`config.mk`:
```
export PLATFORM = sky130hd
export DESIGN_NAME = crop_stream_ctrl
export DESIGN_NICKNAME = d
export VERILOG_FILES = /design/src/rtl/crop_stream_ctrl.sv
export SDC_FILE = /design/constraint.sdc
export NUM_CORES = 1
export LEC_CHECK = 0
export CAP_MARGIN = 0
export CORE_ASPECT_RATIO = 2
export CORE_MARGIN = 2
export CORE_UTILIZATION = 45
export DETAILED_ROUTE_END_ITERATION = 10
export GPL_TIMING_DRIVEN = 0
export PLACE_DENSITY_LB_ADDON = 0.12
export SYNTH_ARGS = -nofsm -noshare
export SYNTH_HDL_FRONTEND = slang
export SYNTH_SLANG_ARGS = --single-unit
```
`constraint.sdc`:
```
create_clock -name AXIS_ACLK -period 8.14 [get_ports AXIS_ACLK]
set_input_delay 2.035 -clock AXIS_ACLK [delete_from_list [all_inputs] [get_ports AXIS_ACLK]]
set_output_delay 2.035 -clock AXIS_ACLK [all_outputs]
set_load 0.02 [all_outputs]
```
`src/rtl/crop_stream_ctrl.sv`:
```
// Crop sequencer: tracks column/row of an incoming video AXI-Stream frame and
// forwards only the pixels inside the latched crop window to the output FIFO.
module crop_stream_ctrl #(
  parameter int C_TDATA_WIDTH = 32,
  parameter int C_CNT_WIDTH   = 12
) (
  input  logic                     AXIS_ACLK,
  input  logic                     AXIS_ARESETN,
  input  logic                     enable,
  input  logic [C_CNT_WIDTH-1:0]   crop_x0,
  input  logic [C_CNT_WIDTH-1:0]   crop_y0,
  input  logic [C_CNT_WIDTH-1:0]   crop_w,
  input  logic [C_CNT_WIDTH-1:0]   crop_h,
  input  logic [C_TDATA_WIDTH-1:0] S_AXIS_TDATA,
  input  logic                     S_AXIS_TVALID,
  output logic                     S_AXIS_TREADY,
  input  logic                     S_AXIS_TLAST,
  input  logic                     S_AXIS_TUSER,
  output logic                     fifo_wr_en,
  input  logic                     fifo_full,
  output logic [C_TDATA_WIDTH-1:0] fifo_data,
  output logic                     fifo_last,
  output logic                     fifo_user,
  output logic                     frame_done,
  output logic                     err_sof_early,
  output logic                     err_short_line,
  output logic                     err_cfg
);
  localparam int CW = C_CNT_WIDTH;
  localparam logic [CW-1:0] CNT_ONE  = {{(CW-1){1'b0}}, 1'b1};
  localparam logic [CW:0]   WIDE_ONE = {{CW{1'b0}}, 1'b1};

  typedef enum logic [1:0] {WAIT_SOF, ACTIVE, SKIP} state_t;
  state_t state, state_next;

  logic [CW-1:0] x, x_next, y, y_next;
  logic [CW-1:0] cfg_x0, cfg_y0, cfg_w, cfg_h;
  logic [CW-1:0] cur_x, cur_y, eff_x0, eff_y0, eff_w, eff_h;
  logic [CW:0]   x_wide, y_wide, x_end, y_end;
  logic          acc, sof, sof_zero, pix;
  logic          in_win, crop_row, last_col, row_last, short_line;
  logic          done_next, early_next;

  function automatic logic [CW-1:0] sat_inc(input logic [CW-1:0] v);
    return (&v) ? v : v + CNT_ONE;
  endfunction

  assign S_AXIS_TREADY = AXIS_ARESETN & ~fifo_full;
  assign acc           = S_AXIS_TVALID & S_AXIS_TREADY;
  assign sof           = acc & S_AXIS_TUSER & enable;

  // A SOF beat is pixel (0,0) of the new frame and is judged against the
  // incoming config, since the registers only capture it at the clock edge.
  assign eff_x0 = sof ? crop_x0 : cfg_x0;
  assign eff_y0 = sof ? crop_y0 : cfg_y0;
  assign eff_w  = sof ? crop_w  : cfg_w;
  assign eff_h  = sof ? crop_h  : cfg_h;
  assign cur_x  = sof ? '0 : x;
  assign cur_y  = sof ? '0 : y;

  assign sof_zero = sof & ((eff_w == '0) | (eff_h == '0));
  assign pix      = (sof & ~sof_zero) | (acc & ~S_AXIS_TUSER & (state == ACTIVE));

  // Window ends are one bit wider so x0+w never wraps.
  assign x_wide   = {1'b0, cur_x};
  assign y_wide   = {1'b0, cur_y};
  assign x_end    = {1'b0, eff_x0} + {1'b0, eff_w};
  assign y_end    = {1'b0, eff_y0} + {1'b0, eff_h};
  assign crop_row = (y_wide >= {1'b0, eff_y0}) & (y_wide < y_end);
  assign in_win   = crop_row & (x_wide >= {1'b0, eff_x0}) & (x_wide < x_end);
  assign last_col = (x_wide + WIDE_ONE) == x_end;
  assign row_last = (y_wide + WIDE_ONE) == y_end;
  assign short_line = pix & S_AXIS_TLAST & crop_row & ((x_wide + WIDE_ONE) < x_end);

  assign fifo_wr_en = pix & in_win;
  assign fifo_data  = S_AXIS_TDATA;
  assign fifo_user  = (cur_x == eff_x0) & (cur_y == eff_y0);
  assign fifo_last  = in_win & (last_col | S_AXIS_TLAST);

  always_comb begin
    state_next = state;
    x_next     = x;
    y_next     = y;
    done_next  = 1'b0;
    early_next = acc & S_AXIS_TUSER & (state == ACTIVE);
    if (sof) begin
      state_next = sof_zero ? SKIP : ACTIVE;
      x_next     = '0;
      y_next     = '0;
    end else if (early_next) begin
      state_next = WAIT_SOF;
    end
    if (pix) begin
      if (S_AXIS_TLAST) begin
        x_next = '0;
        y_next = sat_inc(cur_y);
        if (row_last) begin
          state_next = SKIP;
          done_next  = 1'b1;
        end
      end else begin
        x_next = sat_inc(cur_x);
      end
    end
  end

  always_ff @(posedge AXIS_ACLK or negedge AXIS_ARESETN) begin
    if (!AXIS_ARESETN) begin
      state          <= WAIT_SOF;
      x              <= '0;
      y              <= '0;
      cfg_x0         <= '0;
      cfg_y0         <= '0;
      cfg_w          <= '0;
      cfg_h          <= '0;
      frame_done     <= 1'b0;
      err_sof_early  <= 1'b0;
      err_short_line <= 1'b0;
      err_cfg        <= 1'b0;
    end else begin
      state          <= state_next;
      x              <= x_next;
      y              <= y_next;
      frame_done     <= done_next;
      err_sof_early  <= early_next;
      err_short_line <= short_line;
      err_cfg        <= sof_zero;
      if (sof) begin
        cfg_x0 <= crop_x0;
        cfg_y0 <= crop_y0;
        cfg_w  <= crop_w;
        cfg_h  <= crop_h;
      end
    end
  end
endmodule

```
Word-level counts from Yosys, hierarchy flattened
Index checks and enable logic that the tools add are counted.
{"block": "totals", "mem_bits_ro": 0, "memories": 0, "out_inout_bits": 40, "regBits": 78, "ramBits": 0, "latchBits": 0, "in_bits": 87, "elab_cells": 76}
{"block": "classes", "n_reduce_logical": 4, "shift": 0, "eq_ne": 5, "multipliers": 0, "bitwise_logic": 24, "mux": 21, "magnitude_cmp": 5, "addsub": 6, "div_mod_pow": 0}
{"op": "$mux W12", "n": 12}
{"op": "$add A12 B1 Y13 const B", "n": 2}
{"op": "$add A12 B12 Y13", "n": 2}
{"op": "$eq A13 B13 Y1", "n": 2}
{"op": "$lt A12 B13 Y1", "n": 2}
{"op": "$add A12 B1 Y12 const B", "n": 2}
{"op": "$eq A12 B12 Y1", "n": 2}
{"op": "$ge A12 B12 Y1", "n": 2}
{"op": "$logic_not A12 Y1", "n": 2}
{"op": "$reduce_and A12 Y1", "n": 2}
{"op": "$and A1 B1 Y1", "n": 18}
{"op": "$lt A13 B13 Y1", "n": 1}
{"op": "$mux W2", "n": 6}
{"op": "$mux W1", "n": 3}
{"op": "$not A1 Y1", "n": 3}
{"op": "$or A1 B1 Y1", "n": 3}
{"op": "$eq A2 B1 Y1 const B", "n": 1}

Logic depth before layout (Yosys ltp)
Gate-level depths: netlist of run 1.
{"block": "logic_depth", "depth_word": 15, "ltp_mapped": 27}

Least setup slack after synthesis of run 1
Ideal clock, no wire load.
{"block": "synth_timing", "kind": "input to output", "start": "in S_AXIS_TVALID", "end": "out fifo_wr_en", "arrival_time_ns": 6.910, "n_path_buf": 6, "stages": 22, "required_time_ns": 6.105, "slack_ns": -0.805, "path_cell_list": "and3b_1 > buf_2 > nand2_2 > buf_4 > buf_2 > buf_2 > clkbuf_1 > buf_2 > mux2i_1 > inv_1 > fa_1 > a21o_1 > a31o_2 > o21ai_1 > nand3_1 > xnor2_1 > ha_1 > a22o_1 > nor4_1 > o21ai_0 > a32o_1 > nor4b_1"}
{"item": "start, declared", "line_no": "15", "rtl": "input logic S_AXIS_TVALID,"}
{"item": "$and A1 B1 Y1 *", "line_no": "49", "rtl": "assign acc = S_AXIS_TVALID & S_AXIS_TREADY;"}
{"item": "$and A1 B1 Y1 * (2 in a row)", "line_no": "50", "rtl": "assign sof = acc & S_AXIS_TUSER & enable;"}
{"item": "$mux W12 *"}
{"item": "net eff_y0[1]", "line_no": "38", "rtl": "logic [CW-1:0] cur_x, cur_y, eff_x0, eff_y0, eff_w, eff_h;"}
{"item": "$add A12 B12 Y13", "line_no": "68", "rtl": "assign y_end = {1'b0, eff_y0} + {1'b0, eff_h};"}
{"item": "$lt A12 B13 Y1", "line_no": "69", "rtl": "assign crop_row = (y_wide >= {1'b0, eff_y0}) & (y_wide < y_end);"}
{"item": "$and A1 B1 Y1 *", "line_no": "69"}
{"item": "$and A1 B1 Y1 * (2 in a row)", "line_no": "70", "rtl": "assign in_win = crop_row & (x_wide >= {1'b0, eff_x0}) & (x_wide < x_end);"}
{"item": "$and A1 B1 Y1 *", "line_no": "75", "rtl": "assign fifo_wr_en = pix & in_win;"}
{"item": "end, declared", "line_no": "19", "rtl": "output logic fifo_wr_en,"}
The timed path passes the listed nets; every way through them passes the cells marked *.

Worst setup path after layout of run 1
{"block": "layout_timing", "start": "in fifo_full", "end": "out fifo_wr_en"}
{"block": "layout_between", "elab_chain_len": 13}
{"item": "start, declared", "line_no": "20", "rtl": "input logic fifo_full,"}
{"item": "$not A1 Y1 *", "line_no": "48", "rtl": "assign S_AXIS_TREADY = AXIS_ARESETN & ~fifo_full;"}
{"item": "$and A1 B1 Y1 *", "line_no": "48"}
{"item": "$and A1 B1 Y1 *", "line_no": "49"}
{"item": "$and A1 B1 Y1 * (2 in a row)", "line_no": "50"}
{"item": "$mux W12 *"}
{"item": "net eff_w[0]", "line_no": "38"}
{"item": "branches (longest 6 deep; another with $add A12 B12 Y13)"}
{"item": "$and A1 B1 Y1 *", "line_no": "75"}
Mark *: on every way through the listed nets, which the timed path passes.

==> results of run 1 <==
[power by group]
group	switching, uW	internal (uW)
clock	179	248
sequential	36.8	452
combinational	588	515
[kinds of logic after synthesis]
logic type / Yosys count / synth area share
flops: 78 / 0.2945
fa+ha+maj: 86 / 0.1642
compound gates: 134 / 0.1291
xor+xnor: 64 / 0.08456
mux: 21 / 0.03190
simple gates: 292 / 0.2171
buf+inv: 104 / 0.07871
[cell usage after synthesis, drive strengths merged, types with 2 or more instances]
master	instances	area [um2]
clkbuf	17	63.81
nand3b	2	27.53
nand4	13	81.33
nor2b	15	93.84
o21ai	24	120.1
o2111ai	2	17.52
nor4	13	87.58
nand2	141	534.3
o41ai	2	17.52
nor2	38	150.1
xnor2	40	350.3
or2	2	12.51
inv	47	176.4
o22ai	9	56.30
buf	40	281.5
nor3	5	25.02
and3	5	31.28
a21oi	37	185.2
a31oi	12	75.07
nand2b	7	43.79
a22oi	2	15.01
ha	83	1039
nor3b	4	30.03
nor4b	3	47.54
nand3	19	100.1
and2	17	106.4
a211oi	8	65.06
mux2i	20	200.2
xor2	24	210.2
o31ai	3	22.52
a21o	16	120.1
or3	2	12.51
dfrtp	78	1952
o211ai	4	30.03
fa	2	40.04
o21bai	3	22.52
o21a	5	37.54
a31o	2	26.28
[repair_timing]
item / 4_1_cts / 5_1_grt
setup endpoints to repair: 3 / 2
gates cloned: 6 / 1
buffers inserted: 34 / 24
gates resized for setup: 86 / 60
hold buffers: 0 / 0
pin swaps: 35 / 44
[through the flow]
step	utilization	setup slack [ns]	cells	instance area, um2
finish	0.6503	-0.03444	1139	9333
global route	0.6503	-0.2108	1139	9333
CTS	0.6274	-0.3634	1119	9004
detailed placement	0.5533	-2.178	1064	7940
global placement	0.5514	-5.073	1063	7914
floorplan	-	0.004781	779	6753
[how the worst min path moves through the flow]
stage	depth (start not counted)	from	slack [ns]	endpoint
floorplan	2	flop	0.44	flop
global placement	2	flop	0.45	flop
detailed placement	2	flop	0.46	flop
CTS	2	cfg_h[7]$_DFF_PN0_	0.48	cfg_h[7]$_DFF_PN0_
global route	2	cfg_h[10]$_DFF_PN0_	0.49	cfg_h[10]$_DFF_PN0_
finish	2	cfg_h[7]$_DFF_PN0_	0.47	cfg_h[7]$_DFF_PN0_
[registers in the layout, indices dropped and copies added (netlist names), named ones only]
register        flops
x                  12
err_short_line      1
cfg_x0             12
cfg_y0             11
frame_done          1
cfg_w              12
state               2
err_sof_early       1
cfg_h              12
err_cfg             1
y                  12
[final cells by class]
cell class / instances / area, um2 / share of cell area
multi-input combinational: 597 / 4627 / 0.4958
sequential: 78 / 1952 / 0.2091
timing repair buffer: 157 / 1573 / 0.1685
buffer: 52 / 456.7 / 0.04893
tap: 192 / 240.2 / 0.02574
clock buffer: 10 / 239.0 / 0.02561
inverter: 47 / 176.4 / 0.01890
clock inverter: 6 / 68.82 / 0.007374
[worst max-delay path: stages]
cell and delay [ns]:
buf_6 0.10, and3b_2 0.31, nand2_8 0.10, clkbuf_16 0.18, clkbuf_16 0.17, nand2_4 0.07
nand2_4 0.06, ha_4 0.16, fa_2 0.34, a21o_1 0.19, a21oi_2 0.20, nor2b_1 0.07
o21a_1 0.20, o22ai_2 0.13, inv_1 0.08, a21oi_2 0.14, xor2_1 0.21, ha_1 0.30
a211oi_2 0.22, a31oi_1 0.13, o21a_2 0.25, nor4b_4 0.29, buf_4 0.18
[layer usage]
metal  share of wire  GRT usage  vias up  routed length [um]
met1            0.33     0.2566     3054                7163
li1                -          -     2997                   -
met5               0          0        -                   0
met3           0.033    0.03260       86                 713
met2            0.55     0.5448      198               12170
met4           0.086     0.1897        0                1893
==> results.cfg, run 1 <==
[timing]
worstMarginPinSlew_ns = 1.078
slew_violations = 0
tns_ns = -0.03444
rsz0062_at_grt = true
setup_slack_ns = -0.03444
fin_skew_ns = 0.008669
fmax_mhz = 122.3
hold_violations = 0
hold_ws_ns = 0.4739
fin_crit_sh = 1.004
slew_headroom = 0.2792
min_period_ns = 8.174
setup_viol = 1

[floorplanning]
start_util = 0.4619
die-height_um = 175.6
coreArea_um2 = 14350
num_io_pins = 127
die_area_um2 = 15780
rows = 62
fp.dieW_um = 89.82

[global_route]
overflow = 0
antenna_found_initial = 0
grt_start_max_net_pins = 25
grt_use_total = 0.2753
grt_pass1_vias = 6706
grt_pass1_wl_mm = 33.78

[drt]
first_iter_violations = 273
drc_errors = 0
wire_per_inst_um = 19.26
wirelength_mm = 21.94
via_count = 6335
ant_nets = 0
via_per_inst = 5.562
drtPass1Iterations = 4

[critical_path]
critPathKind = primary input to primary output
cp.required_ns = 6.11
timing.critical_path.from = fifo_full
crit_end = fifo_wr_en
path_max_fanout = 7
r2r_slack_ns = 4.20
crit_path_end_kind = primary output
reg2reg_depth = 21
r2r_start = cfg_w[0]$_DFF_PN0_
worstSetupStartpointType = primary input
timing.rr.end = err_short_line$_DFF_PN0_
crit_arrival_ns = 6.14

[layout]
layout_common_cells = nand2_1, buf_4, clkdlybuf4s50_1, dfrtp_1, ha_1
fillers = 1215
drive_above_1_share = 0.2228
area_growth_pct = 40.79
final_nets = 1114
final_common_cell = nand2_1
antenna_cells = 0

[pwr]
peakVddDrop_mv = 0.1294
p_leak_uw = 0.004565
power_uw = 2019
power_density_nw_per_um2 = 216.3

[flow_run]
max_cap_viol_count = 0

[cts]
htree_levels = 3
cts_tree = done
root_buffer = clkbuf_16
clk-insertion-delay-late_ns = 0.34
clock-sinks = 78
cts-buffers-inserted = 9
cts_buffer_depth = 2
path_clk_slew_ns = 0.06

[outcome]
violations = setup timing
status = finished with violations

[placed_design]
io_buffers = 92
routabilityCongestion = 0.9874
hpwl_mm = 16.00

[synth]
synth_fp_nets = 951
synth_seq_area_share = 0.2945
synth.distinct_cells = 64
ys_async_sr_fraction = 1.000
syn_inst = 779
ys_ff_latch = 78
avgSynthCellArea_um2 = 8.509
synth_warnings = 0
synthesis.area_um2 = 6629
synth_enable_flop_cells = 0
synth_top_flop_cell = dfrtp_1

[hold_path]
min_path_type = flop to flop
Power figures use the tool's default switching activity.
==> run 2: changes to the inputs <==
- ABC_CLOCK_PERIOD_IN_PS: default -> 8140
- SKIP_LAST_GASP: default -> 1
==> results of run 2 <==
Same layout as run 1: the final DEF is identical, and so are final timing and power.
